## src/rtl/mux12_rr_arbiter.sv

```systemverilog
// mux12_rr_arbiter
// Round-robin arbiter that owns the select of a 12:1 mux. One requester at a time is granted
// ownership until it signals done, withdraws its request, or holds for MAX_HOLD cycles.
// Every release is followed by at least one idle cycle before the next grant.
//
// Ports:
//   clk     in   1   rising-edge clock
//   rst     in   1   synchronous active-high reset, overrides all other inputs
//   req     in  12   request lines, req[k] asks for mux input k
//   done    in   1   current owner finished, only looked at while busy
//   sel     out  4   registered mux select, always 0..11
//   gnt     out 12   registered one-hot grant
//   busy    out  1   high while a grant is active
//   timeout out  1   one-cycle pulse after a grant is force-released at MAX_HOLD
module mux12_rr_arbiter #(
  parameter int unsigned MAX_HOLD = 16
) (
  input  logic        clk,
  input  logic        rst,
  input  logic [11:0] req,
  input  logic        done,
  output logic [3:0]  sel,
  output logic [11:0] gnt,
  output logic        busy,
  output logic        timeout
);

  localparam int unsigned NumReq   = 12;
  localparam logic [7:0]  MaxHoldW = 8'(MAX_HOLD);
  localparam logic [3:0]  LastIdx  = 4'(NumReq - 1);

  typedef enum logic [0:0] {StIdle, StGrant} state_e;

  state_e      state_q;
  logic [3:0]  ptr_q;
  logic [7:0]  hcnt_q;
  logic [3:0]  sel_q;
  logic [11:0] gnt_q;
  logic        busy_q;
  logic        timeout_q;

  // Winner of the rotating search starting at ptr_q.
  logic [3:0]  win_idx;
  logic        win_found;

  always_comb begin
    win_idx   = '0;
    win_found = 1'b0;
    for (int unsigned i = 0; i < NumReq; i++) begin
      logic [4:0] cand;
      cand = 5'(ptr_q) + 5'(i);
      if (cand >= 5'(NumReq)) begin
        cand = cand - 5'(NumReq);
      end
      if (!win_found && req[cand[3:0]]) begin
        win_found = 1'b1;
        win_idx   = cand[3:0];
      end
    end
  end

  // Release conditions while granted.
  logic owner_req;
  logic hold_hit;
  logic release_now;
  logic timeout_only;
  logic [3:0] ptr_after;

  always_comb begin
    owner_req    = req[sel_q];
    hold_hit     = (hcnt_q == MaxHoldW);
    release_now  = done || !owner_req || hold_hit;
    // A simultaneous done or withdrawal makes it a normal release, not a timeout.
    timeout_only = hold_hit && !done && owner_req;
    ptr_after    = (sel_q == LastIdx) ? 4'd0 : sel_q + 4'd1;
  end

  always_ff @(posedge clk) begin
    if (rst) begin
      state_q   <= StIdle;
      ptr_q     <= '0;
      hcnt_q    <= '0;
      sel_q     <= '0;
      gnt_q     <= '0;
      busy_q    <= 1'b0;
      timeout_q <= 1'b0;
    end else begin
      timeout_q <= 1'b0;
      unique case (state_q)
        StIdle: begin
          if (win_found) begin
            sel_q   <= win_idx;
            gnt_q   <= 12'(1) << win_idx;
            busy_q  <= 1'b1;
            hcnt_q  <= 8'd1;
            state_q <= StGrant;
          end
        end
        StGrant: begin
          if (release_now) begin
            gnt_q     <= '0;
            busy_q    <= 1'b0;
            hcnt_q    <= '0;
            ptr_q     <= ptr_after;
            timeout_q <= timeout_only;
            state_q   <= StIdle;
          end else begin
            hcnt_q <= hcnt_q + 8'd1;
          end
        end
        default: begin
          state_q <= StIdle;
          gnt_q   <= '0;
          busy_q  <= 1'b0;
        end
      endcase
    end
  end

  assign sel     = sel_q;
  assign gnt     = gnt_q;
  assign busy    = busy_q;
  assign timeout = timeout_q;

endmodule

```

## config.mk

```make
export PLATFORM = sky130hd
export DESIGN_NAME = mux12_rr_arbiter
export DESIGN_NICKNAME = d
export VERILOG_FILES = /design/src/rtl/mux12_rr_arbiter.sv
export SDC_FILE = /design/constraint.sdc
export NUM_CORES = 1
export LEC_CHECK = 0
export CORE_MARGIN = 3
export CORE_UTILIZATION = 40
export CTS_CLUSTER_DIAMETER = 120
export CTS_CLUSTER_SIZE = 25
export DETAILED_ROUTE_END_ITERATION = 6
export GPL_ROUTABILITY_DRIVEN = 0
export GPL_TIMING_DRIVEN = 1
export PLACE_DENSITY = 0.57
export SLEW_MARGIN = 20
export SYNTH_ARGS = -nofsm -noshare
export SYNTH_HDL_FRONTEND = slang
export SYNTH_SLANG_ARGS = --single-unit
```

## constraint.sdc

```tcl
create_clock -name clk -period 9.45 [get_ports clk]
set_clock_uncertainty 0.2 [all_clocks]
set_input_delay 1.89 -clock clk [delete_from_list [all_inputs] [get_ports clk]]
set_output_delay 1.89 -clock clk [all_outputs]
set_load 0.01 [all_outputs]
```

## Yosys cells after proc, flatten, opt, wreduce, memory -nomap -nowiden

Index checks and enable logic that the tools add are counted.

| word-level totals | value |
|---|---|
| flip-flop bits (word level) | 31 |
| latch bits | 0 |
| RAM bits | 0 |
| memory bits (read-only) | 0 |
| output and inout bits | 18 |
| memories | 0 |

| cells by class | value |
|---|---|
| add/subtract/negate cells | 25 |
| $mul | 0 |
| divide/modulo/power cells | 0 |
| magnitude comparators | 25 |
| equality and inequality tests | 4 |
| shift-type cells | 1 |
| multiplexer cells | 75 |
| bitwise gates (word level) | 2 |
| reductions and logical operators | 32 |

Operators with widths:

| kind | number |
|---|---|
| two-way mux 4 bit | 25 |
| less-than comparator 4 x 5 -> 1 bit, second input constant | 13 |
| greater-or-equal comparator 5 x 4 -> 1 bit, second input constant | 11 |
| binary-select mux 1 bit (select 4 bit) | 13 |
| subtractor 4 bit, second input constant | 12 |
| two-way mux 1 bit | 29 |
| two-way mux 12 bit | 2 |
| case mux 12 bit (2 select lines) | 1 |
| adder 4 x 3 -> 5 bit, second input constant | 4 |
| adder 4 x 4 -> 5 bit, second input constant | 4 |
| two-way mux 8 bit | 2 |
| case mux 8 bit (2 select lines) | 1 |
| logical AND 1 bit | 13 |
| zero test 1 bit | 13 |
| left shift 1 x 4 -> 12 bit, first input constant | 1 |
| adder 4 x 2 -> 5 bit, second input constant | 2 |
| adder 8 x 1 -> 8 bit, second input constant | 1 |
| equality test 8 x 5 -> 1 bit, second input constant | 1 |
| AND reduction 2 bit | 3 |
| adder 4 x 1 -> 5 bit, second input constant | 1 |
| adder 4 x 1 -> 4 bit, second input constant | 1 |
| equality test 4 bit, second input constant | 1 |
| greater-or-equal comparator 4 bit, second input constant | 1 |
| case mux 1 bit (2 select lines) | 2 |
| 5 further kinds | 7 |

## Longest topological paths before layout

Gate-level depths: netlist of the first run.

| logic depth | value |
|---|---|
| depth after elaboration | 41 |
| mapped depth | 20 |
| mapped depth without buffers | 16 |

## Worst setup path after synthesis of the first run

No wires, ideal clock.

| timing | value |
|---|---|
| kind | input port to flip-flop |
| start point | in req[1] |
| end point | reg gnt_q[0] (netlist: gnt[0]) |
| setup time | 0.101 ns |
| arrival time | 4.706 ns |
| data required time | 9.149 ns |
| setup slack | 4.443 ns |
| stages | 11 |
| cell sequence | mux4_2 and3_1 a2111oi_4 a21bo_4 or3_4 buf_6 a21oi_2 a211oi_1 a221o_1 buf_6 o41ai_1 |

| between the ends | value |
|---|---|
| longest elaborated chain between the ends | 39 |
| elaborated cells on any way between the ends | 81 |
| those cells by class | 2 x eq/ne; 1 x shift; 52 x mux; 26 x reduce/logical |

RTL lines:

| item | line | text |
|---|---|---|
| start: declaration | 20 | `input logic [11:0] req,` |
| binary-select mux 1 bit (select 4 bit) | 55 | `if (!win_found && req[cand[3:0]]) begin` |
| two-way mux 1 bit (implied by the code) | 55 |  |
| two-way mux 1 bit | 55 |  |
| zero test 1 bit | 55 |  |
| logical AND 1 bit | 55 |  |
| two-way mux 1 bit | 55 |  |
| zero test 1 bit | 55 |  |
| logical AND 1 bit | 55 |  |
| [23 not listed] | -- |  |
| logical AND 1 bit | 55 |  |
| two-way mux 1 bit | 55 |  |
| zero test 1 bit | 55 |  |
| logical AND 1 bit | 55 |  |
| two-way mux 4 bit | 55 |  |
| left shift 1 x 4 -> 12 bit | 93 | `gnt_q <= 12'(1) << win_idx;` |
| two-way mux 12 bit | 91 | `if (win_found) begin` |
| case mux 12 bit (2 select lines) | 89 | `unique case (state_q)` |
| end signal: assignment | 93 |  |
| end: declaration | 38 | `logic [11:0] gnt_q;` |

Parallel ways exist; a longest one is shown, timed or not. The select of a mux whose other input is x is not followed.
A chain may end at the register's enable or synchronous reset.

## Worst setup path after layout of the first run

| timing | value |
|---|---|
| start point | in req[1] |
| end point | reg gnt_q[2] (netlist: gnt[2]) |

Same word-level chain as after synthesis.

==> summary.md, run 1 <==
| Metric | Value |
|---|---|
| Status | `finished, final reports clean` |
| Post_cts resized | `0` |
| First-pass GRT wire length | `18000 um` |
| Bufs and invs on worst path | `1` |
| Commonest non-fill, non-tap cell in the layout | `nand2_1` |
| TritonCTS clock tree | `yes` |
| Unrepaired setup endpoints after global routing | `no` |
| Flop2flop setup slack | `4.20 ns` |
| HP Class | `register to register` |
| Top FF cell, synth | `dfxtp_1` |
| Ant. Diodes | `0` |
| Final ANT Viol Nets | `0` |
| Post-synthesis net count | `498` |
| Hold depth | `2` |
| DIE WIDTH | `102 um` |
| Slowest cell on crit path | `mux4_2` |
| Share of cells above drive strength 1 | `9.19%` |
| Via/cell ratio | `6.47` |
| Yosys Warn Count | `0` |
| Req. time, crit path | `9.43 ns` |
| Initial antenna violation count | `0` |
| Max Clock Freq | `178 MHz` |
| Max_slew headroom | `46.3%` |
| GRT overflow | `0` |
| Via count | `3797` |
| Hold slack | `0.258 ns` |
| Ports | `33` |
| Cells after Synth | `459` |
| Die height | `102 um` |
| Vias in the first global route | `3607` |
| Initial DRC Count | `293` |
| Sequential area share after synthesis | `16.8%` |
| Wire length per cell | `19.2 um` |
| HPWL Detailed | `8700 um` |
| CP max stage delay | `0.56 ns` |
| CTS max path bufs | `2` |
| Netlist cell types | `74` |
| Setup Buffers After CTS | `0` |
| Routed WL | `11300 um` |
| PortBufs | `32` |
| CP Cell Sequence | `clkdlybuf4s50_1 -> mux4_2 -> and3_1 -> a2111oi_4 -> a21bo_4 -> or3_4 -> or3_1 -> a21oi_2 -> nand2_1 -> o41ai_1` |
| Layout area overhead | `12.1%` |
| Min cycle time layout | `5.63 ns` |
| Gr usage total | `21.8%` |
| Core Area | `8850 um2` |
| Total iterations of the first detailed-routing run | `5` |
| R2R cell count | `16` |
| Row cnt | `34` |
| Setup TNS | `0 ns` |
| Seq cells post-synth | `31` |
| Reg-to-reg endpoint | `gnt[3]$_SDFFE_PP0P_` |
| Peak VDD IR | `133 uV` |
| Clk sinks | `31` |
| RR Startpoint | `ptr_q[0]$_SDFFE_PP0P_` |
| Synth Cell Area | `3700 um2` |
| Hold Buf Count CTS | `0` |
| # nets final | `518` |
| Clk slew on worst S/H paths | `0.06 ns` |
| Leak | `1.54 nW` |
| FFs w/ async S/R, synth | `0%` |
| CP delay by family, top | `compound AO/OA/AOI/OAI gates` |
| Endpoints failing setup | `0` |
| Crit Path Max Fanout | `12` |
| Critical path class | `input pin to register` |
| H-tree depth | `2` |
| Crit path DAT | `5.60 ns` |
| Initial Util | `41.9%` |
| Worst-margin pin slew | `0.795 ns` |
| Most frequent cells in the layout | `nand2_1 (38), nor2_1 (34), clkdlybuf4s50_1 (32)` |
| Post-synth EDFFs | `0` |
| DRC Markers | `0` |
| Root Buffer | `clkbuf_8` |
| Synth Area per Inst | `8.07 um2` |
| CTS Buf Count | `5` |
| Die ar. | `10500 um2` |
| Final critical-path share of the clock period | `59.5%` |
| Max-Cap Viols | `0` |
| Startpoint types | `input pin` |
| Hold path start | `busy$_SDFFE_PP0P_` |
| Hold endpoint | `busy$_SDFFE_PP0P_` |
| Final hold violations | `0` |
| Crit. End Element | `register` |
| Clk_lat worst skew | `0.28 ns` |
| Fin. max-slew vios | `0` |
| Largest net degree at the start of global routing | `30` |
| Pwr/cell area | `300 nW/um2` |
## worst max-delay path by stage
stage,start,end,cells after the start
after floorplan,req[1],gnt[0]$_SDFFE_PP0P_,11
after global placement,req[1],gnt[0]$_SDFFE_PP0P_,10
after detailed placement,req[1],gnt[2]$_SDFFE_PP0P_,10
after CTS,req[1],gnt[2]$_SDFFE_PP0P_,10
after global routing,req[9],gnt[1]$_SDFFE_PP0P_,11
final,req[1],gnt[2]$_SDFFE_PP0P_,10
## flip-flops by register name, summed over array words and instances (netlist names)
register,count
gnt,12
hcnt_q,8
ptr_q,4
sel,4
busy,1
state_q,1
timeout,1
## worst register-to-register path: stages (launching register included)
cell and delay [ns]:
dfxtp_1 0.31, buf_4 0.36, inv_1 0.24, ha_1 0.30, xnor2_1 0.53, inv_2 0.20, ha_1 0.26, a21oi_1 0.19
and2_1 0.25, a21oi_1 0.06, o32ai_1 0.58, a22oi_1 0.24, a2111oi_0 0.44, a311oi_1 0.11, a211o_1 0.31, o221a_2 0.19
o41ai_1 0.36
## where the power goes
part           total (mW)  switching [mW]  internal (mW)
logic               0.951           0.574          0.377
registers           0.190          0.0365          0.154
clock network       0.105          0.0475         0.0570
total                1.25           0.658          0.587
## layout make-up
cell class              count  area, um2
clock buffers               6       82.6
fillers                   902       4700
inverters                  24       90.1
repair buffers             35        343
well taps                 108        135
multi-input cells         382       2880
flip-flops and latches     31        621
clock inverters             1       5.00
## cells by family (layout without fill, tap and decap cells)
logic type / Yosys count / after routing / synth area share, %
compound gates: 149 / 149 / 30.7
simple gates: 174 / 174 / 24.6
mux: 25 / 25 / 11.8
fa+ha+maj: 24 / 24 / 8.11
flops: 31 / 31 / 16.8
buf+inv: 46 / 66 / 5.61
xor+xnor: 10 / 10 / 2.36
## through the flow
stage | util [%] | power (mW) | cell area [um2] | setup slack, ns | instances
global route | 46.9 | 1.34 | 4150 | 3.57 | 587
floorplan | - | 0.890 | 3700 | 4.44 | 459
CTS | 46.9 | 1.23 | 4150 | 3.86 | 587
finish | 46.9 | 1.25 | 4150 | 3.82 | 587
global placement | 45.9 | 1.11 | 4070 | 3.65 | 580
detailed placement | 45.9 | 1.12 | 4070 | 3.56 | 580
## Yosys cell counts, types with 6 or more instances
library cell	instances	area share [%]
ha_1	24	8.1
clkbuf_1	14	1.4
mux4_2	15	9.1
a211oi_1	8	1.6
o21a_1	6	1.2
a32o_1	10	2.7
nor3_1	16	2.2
nand3b_1	6	1.2
xnor2_1	10	2.4
nand2b_1	8	1.4
mux2i_1	10	2.7
inv_1	23	2.3
nand3_1	17	2.3
and3_1	10	1.7
or3_1	6	1.0
dfxtp_1	31	17
nor2_1	34	3.4
nand2_1	38	3.9
nor2b_1	7	1.2
a21oi_1	26	3.5
and2_1	6	1.0
o21ai_0	26	3.5
## per-layer routing
layer | vias to the layer above | GRT usage (%) | part of all wire [%]
met1 | 1786 | 30.8 | 45
li1 | 1816 | - | -
met4 | 0 | 5.85 | 1.9
met3 | 18 | 4.57 | 7.8
met5 | - | 0 | 0
met2 | 177 | 33.8 | 45
Power figures use the tool's default switching activity.
==> run 2, diff against run 1 <==
Clock period 9.45 ns to 5.61 ns, I/O delays scaled along.
==> summary.md, run 2 (synthesized netlist as in run 1, its figures left out) <==
| Metric | Value |
|---|---|
| Final worst setup slack | `0.403 ns (-3.42 ns)` |
| Setup TNS | `0 ns (unchanged)` |
| GRT overflow | `0 (unchanged)` |
| Die height | `102 um (unchanged)` |
| Gr usage total | `22.0% (+0.18 points)` |
| CP Cell Sequence | `buf_4 -> ha_1 -> xnor2_1 -> inv_1 -> ha_1 -> a22oi_1 -> nor3_1 -> o21ai_0 -> o41a_1 -> nand4_1 -> or3_4 -> or3_1 -> a21oi_2 -> nand2_1 -> o41ai_1` |
| Final critical-path share of the clock period | `92.8%` |
| Req. time, crit path | `5.58 ns (-3.85 ns)` |
| Setup Buffers After CTS | `0 (unchanged)` |
| Largest net degree at the start of global routing | `29 (-3.3%)` |
| CP delay by family, top | `compound AO/OA/AOI/OAI gates` |
| Slowest cell on crit path | `a21oi_2` |
| First-pass GRT wire length | `18200 um (+1.0%)` |
| Initial antenna violation count | `0 (unchanged)` |
| Ant. Diodes | `0 (unchanged)` |
| Initial Util | `41.9% (unchanged)` |
| Critical path class | `register to register` |
| Wire length per cell | `19.1 um (-0.68%)` |
| Hold slack | `0.265 ns (+0.00678 ns)` |
| Non-Filler Instances | `596 (+1.5%)` |
| Final ANT Viol Nets | `0 (unchanged)` |
| Initial DRC Count | `329 (+12%)` |
| Pwr/cell area | `517 nW/um2 (+72%)` |
| Total iterations of the first detailed-routing run | `5 (unchanged)` |
| Gr busiest metal | `met1` |
| Status | `finished, final reports clean` |
| Post_cts resized | `0 (unchanged)` |
| Worst-margin pin slew | `0.866 ns (+0.0711 ns)` |
| Dpl cells | `588 (+1.4%)` |
| Critical Path Start | `ptr_q[1]$_SDFFE_PP0P_` |
| Hold Buf Count CTS | `0 (unchanged)` |
| Layout area overhead | `14.5%` |
| PortBufs | `32 (unchanged)` |
| Unrepaired setup endpoints after global routing | `no` |
| Most frequent cells in the layout | `nand2_1 (38), nor2_1 (34), clkdlybuf4s50_1 (32)` |
| Max-Cap Viols | `0 (unchanged)` |
| Routed WL | `11400 um (+0.84%)` |
| Crit path DAT | `5.18 ns (-0.42 ns)` |
| Clk_lat worst skew | `0.28 ns (about the same)` |
| Core Area | `8850 um2 (unchanged)` |
| Bufs and invs on worst path | `2 (+1)` |
| CP max stage delay | `0.48 ns (-0.08 ns)` |
| Commonest non-fill, non-tap cell in the layout | `nand2_1` |
| Max Clock Freq | `192 MHz` |
| Total power | `2.19 mW (+76%)` |
| Crit-path most repeated cell | `ha_1` |
| Via count | `3861 (+1.7%)` |
| Max FFs per register | `12 (unchanged)` |
| CTS max path bufs | `2 (unchanged)` |
| Leak | `1.59 nW (+3.6%)` |
| Met1 usage | `34.4% (+3.5 points)` |
| Peak VDD IR | `205 uV (+54%)` |
| # nets final | `526 (+1.5%)` |
| Die ar. | `10500 um2 (unchanged)` |
| GR Util met2 | `31.2% (-2.6 points)` |
| RR Startpoint | `ptr_q[1]$_SDFFE_PP0P_` |
| DRC Markers | `0 (unchanged)` |
| Fin. max-slew vios | `0 (unchanged)` |
| Final hold violations | `0 (unchanged)` |
| Area taken by multi-input logic gates | `2880 um2 (unchanged)` |
| Clk slew on worst S/H paths | `0.07 ns (about the same)` |
| DIE WIDTH | `102 um (unchanged)` |
| Vias in the first global route | `3495 (-3.1%)` |
| Crit Path Max Fanout | `16 (+4)` |
| Row cnt | `34 (unchanged)` |
| Crit. End Element | `register` |
| Ports | `33 (unchanged)` |
| TritonCTS clock tree | `yes` |
| Endpoints failing setup | `0 (unchanged)` |
| Min cycle time layout | `5.21 ns` |
| H-tree depth | `2 (unchanged)` |
| Number of fill cells | `901 (-0.11%)` |
| Clk sinks | `31 (unchanged)` |
| Register Area | `621 um2 (unchanged)` |
| HPWL Detailed | `8770 um (+0.81%)` |
| CTS Buf Count | `5 (unchanged)` |
| Dpl ws | `0.576 ns (-2.99 ns)` |
| HP Class | `register to register` |
| Root Buffer | `clkbuf_8` |
| Share of cells above drive strength 1 | `10.9% (+1.7 points)` |
| Max_slew headroom | `41.5% (-4.8 points)` |
| Startpoint types | `register` |
| Via/cell ratio | `6.48 (+0.15%)` |
| GR met3 Demand/Resource | `3.62% (-0.96 points)` |
| Hold path start | `busy$_SDFFE_PP0P_` |
[run 2: cell types whose count changed in the layout (fill, tap and decap cells not counted), sizes merged]
cell / delta
bufinv: +1
buf: +8
[run 2: path summary, 6_finish.rpt]
kind	endpoint	cells after the start	slack [ns]
min reg2reg	busy$_SDFFE_PP0P_	2	0.27
max reg2reg	gnt[3]$_SDFFE_PP0P_	15	0.40
max	gnt[3]$_SDFFE_PP0P_	15	0.40
min	busy$_SDFFE_PP0P_	2	0.27
[run 2: where the power goes]
group,total (mW),internal (mW),switching [mW]
Combinational,1.65,0.663,0.989
Clock,0.229,0.144,0.0855
Sequential,0.311,0.259,0.0519
[run 2: final cells by class]
class                           count  share of cell area, %
Inverter                           24                   2.12
Timing Repair Buffer               43                   9.50
Clock inverter                      2                  0.826
Sequential cell                    31                   14.6
Clock buffer                        6                   1.95
Multi-Input combinational cell    382                   67.8
Tap cell                          108                   3.18
[run 2: metrics by stage]
stage | area, um2 | utilization [%]
floorplan | 3700 | -
global placement | 4130 | 46.6
detailed placement | 4130 | 46.6
CTS | 4240 | 47.9
global route | 4240 | 47.9
finish | 4240 | 47.9
[run 2: metal layers]
layer | part of all wire, % | wire, um | vias to the layer above
li1 | - | - | 1838
met1 | 47 | 5380 | 1830
met2 | 43 | 4940 | 177
met3 | 7.2 | 823 | 16
met4 | 1.9 | 216 | 0
met5 | 0 | 0 | -
[run 2: tightest hold or removal path: cells and delay by family, from the launching register on]
kind             cells  cell delay [ns]
AO/OA/AOI/OAI        1             0.05
flip-flops           1             0.31
AND/OR/NAND/NOR      1             0.05
==> run 3, diff against run 2 <==
Settings changed: CORE_ASPECT_RATIO set to 0.8, SLEW_MARGIN 20 to 10.
==> summary.md, run 3 (synthesized netlist as in run 1, its figures left out) <==
| Metric | Value |
|---|---|
| Via/cell ratio | `6.49 (+0.22%)` |
| Root Buffer | `clkbuf_16` |
| Number of fill cells | `852 (-5.4%)` |
| Die height | `92.1 um (-9.9%)` |
| DIE WIDTH | `114 um (+11%)` |
| CP Cell Sequence | `inv_1 -> ha_1 -> nor2b_1 -> xnor2_1 -> inv_1 -> ha_1 -> a21oi_1 -> nand2_1 -> o31ai_1 -> o32ai_2 -> a21bo_4 -> or3_4 -> or2_1 -> a22oi_2 -> nor3_1 -> a32o_1` |
| PortBufs | `32 (unchanged)` |
| Critical Path Start | `ptr_q[1]$_SDFFE_PP0P_` |
| Min cycle time layout | `5.21 ns (+0.00358 ns)` |
| HP Class | `register to register` |
| Hold Buf Count CTS | `0 (unchanged)` |
| Layout area overhead | `15.4%` |
| Fin. max-slew vios | `0 (unchanged)` |
| Core Area | `8750 um2 (-1.2%)` |
| Share of cells above drive strength 1 | `10.5% (-0.35 points)` |
| Bufs and invs on worst path | `2 (unchanged)` |
| Total iterations of the first detailed-routing run | `5 (unchanged)` |
| Final critical-path share of the clock period | `92.9% (about the same)` |
| Via count | `3876 (+0.39%)` |
| Total net switching power | `1.15 mW (+2.1%)` |
| Setup TNS | `0 ns (unchanged)` |
| CP delay by family, top | `compound AO/OA/AOI/OAI gates` |
| P_int | `1.10 mW (+2.8%)` |
| Largest net degree at the start of global routing | `29 (unchanged)` |
| R2R cell count | `16 (+1)` |
| Crit path depth | `16 (+1)` |
| Ports | `33 (unchanged)` |
| # nets final | `524 (-0.38%)` |
| H-tree depth | `2 (unchanged)` |
| Clk_lat worst skew | `0.27 ns (about the same)` |
| Pwr/cell area | `525 nW/um2 (+1.7%)` |
| RR Startpoint | `ptr_q[1]$_SDFFE_PP0P_` |
| Routed WL | `11500 um (+1.2%)` |
| Commonest non-fill, non-tap cell in the layout | `nand2_1` |
| GRT overflow | `0 (unchanged)` |
| Max FFs per register | `12 (unchanged)` |
| HPWL Detailed | `8990 um (+2.5%)` |
| Final ANT Viol Nets | `0 (unchanged)` |
| Clk slew on worst S/H paths | `0.05 ns (-0.02 ns)` |
| Worst-margin pin slew | `0.956 ns (+0.0907 ns)` |
| Unrepaired setup endpoints after global routing | `no` |
| Row cnt | `30 (-12%)` |
| Ant. Diodes | `0 (unchanged)` |
| Flop2flop setup slack | `0.40 ns (about the same)` |
| Initial Util | `42.4% (+0.49 points)` |
| Startpoint types | `register` |
| Initial antenna violation count | `0 (unchanged)` |
| Switching Fraction | `51.2% (-0.18 points)` |
| Hold depth | `2 (unchanged)` |
| CTS max path bufs | `2 (unchanged)` |
| Die ar. | `10500 um2 (about the same)` |
| Critical path class | `register to register` |
| Clk sinks | `31 (unchanged)` |
| Gr usage total | `21.9% (-0.068 points)` |
| Max-Cap Viols | `0 (unchanged)` |
| Flop pwr share | `14.3% (about the same)` |
| Endpoints failing setup | `0 (unchanged)` |
| Most frequent cells in the layout | `nand2_1 (38), nor2_1 (34), clkdlybuf4s50_1 (32)` |
| Initial DRC Count | `433 (+32%)` |
| Crit path DAT | `5.17 ns (about the same)` |
| Peak VDD IR | `222 uV (+8.3%)` |
| Worst Setup EP | `gnt[10]$_SDFFE_PP0P_` |
| Max Clock Freq | `192 MHz (about the same)` |
| Combinational power share | `74.0% (-1.4 points)` |
| Final hold violations | `0 (unchanged)` |
| TritonCTS clock tree | `yes` |
| CP max stage delay | `0.65 ns (+0.17 ns)` |
| Status | `finished, final reports clean` |
| Reg-to-reg endpoint | `gnt[10]$_SDFFE_PP0P_` |
| Layout Cell Area excl Fill | `4270 um2 (+0.74%)` |
| Crit. End Element | `register` |
| Req. time, crit path | `5.57 ns (about the same)` |
| Clock power frac | `11.7% (+1.2 points)` |
| Vias in the first global route | `3558 (+1.8%)` |
| Wire length per cell | `19.3 um (+1.1%)` |
| DRC Markers | `0 (unchanged)` |
| Slowest cell on crit path | `dfxtp_1` |
| Placed inst area | `4120 um2 (-0.24%)` |
| Leak | `1.60 nW (+0.27%)` |
| First-pass GRT wire length | `18600 um (+1.9%)` |
| Crit Path Max Fanout | `11 (-5)` |
| CTS Buf Count | `5 (unchanged)` |
| Max_slew headroom | `35.4% (-6.1 points)` |
[run 3: cell types whose count changed in the layout (fill, tap and decap cells not counted), sizes merged]
| cell | before | now |
|---|---|---|
| buf | 11 | 9 |
| bufinv | 1 | 0 |
[run 3: worst min-delay path by stage]
stage | start | to
6_report | busy$_SDFFE_PP0P_ | busy$_SDFFE_PP0P_
3_5_place_dp | busy$_SDFFE_PP0P_ | busy$_SDFFE_PP0P_
4_1_cts | busy$_SDFFE_PP0P_ | busy$_SDFFE_PP0P_
3_3_place_gp | gnt[2]$_SDFFE_PP0P_ | gnt[2]$_SDFFE_PP0P_
2_1_floorplan | hcnt_q[7]$_SDFFE_PP0P_ | hcnt_q[7]$_SDFFE_PP0P_
5_1_grt | busy$_SDFFE_PP0P_ | busy$_SDFFE_PP0P_
[run 3: cell type report]
type | instances | area, um2 | share of cell area [%]
Multi-Input combinational cell | 382 | 2890 | 67.7
Clock buffer | 6 | 139 | 3.25
Timing Repair Buffer | 41 | 388 | 9.07
Tap cell | 112 | 140 | 3.28
Clock inverter | 1 | 5.00 | 0.117
Inverter | 24 | 90.1 | 2.11
Sequential cell | 31 | 621 | 14.5
[run 3: tightest hold or removal path, stage by stage, from the launching register on]
cell	delay [ns]
dfxtp_1	0.30
nand2_1	0.05
a21oi_1	0.05
[run 3: power groups by stage]
stage,registers [mW],logic (mW),clock network (mW)
floorplan,0.312,1.19,0
global placement,0.323,1.60,0
detailed placement,0.323,1.60,0
CTS,0.320,1.61,0.265
global route,0.328,1.81,0.276
finish,0.321,1.66,0.264
[run 3: metrics by stage]
stage | setup WS [ns] | utilization [%] | std cells | power, mW | hold slack (ns)
floorplan | 0.950 | - | 459 | 1.50 | 0.258
global placement | 0.580 | 47.1 | 590 | 1.92 | 0.242
detailed placement | 0.577 | 47.1 | 590 | 1.93 | 0.251
CTS | 0.551 | 48.7 | 597 | 2.19 | 0.257
global route | 0.0844 | 48.9 | 597 | 2.41 | 0.273
finish | 0.400 | 48.9 | 597 | 2.25 | 0.255
[run 3: layer usage]
metal / vias to the layer above / track usage [%] / share of wire (%)
li1: 1830 / - / -
met1: 1842 / 33.3 / 48
met2: 183 / 30.3 / 40
met3: 21 / 5.61 / 9.5
met4: 0 / 5.61 / 2.1
met5: - / 0 / 0
[run 3: what timing repair did]
action,CTS,global route
setup endpoints to repair,0,4
endpoints found under the hold margin,0,0
gates resized for setup,0,2
setup buffers,0,0
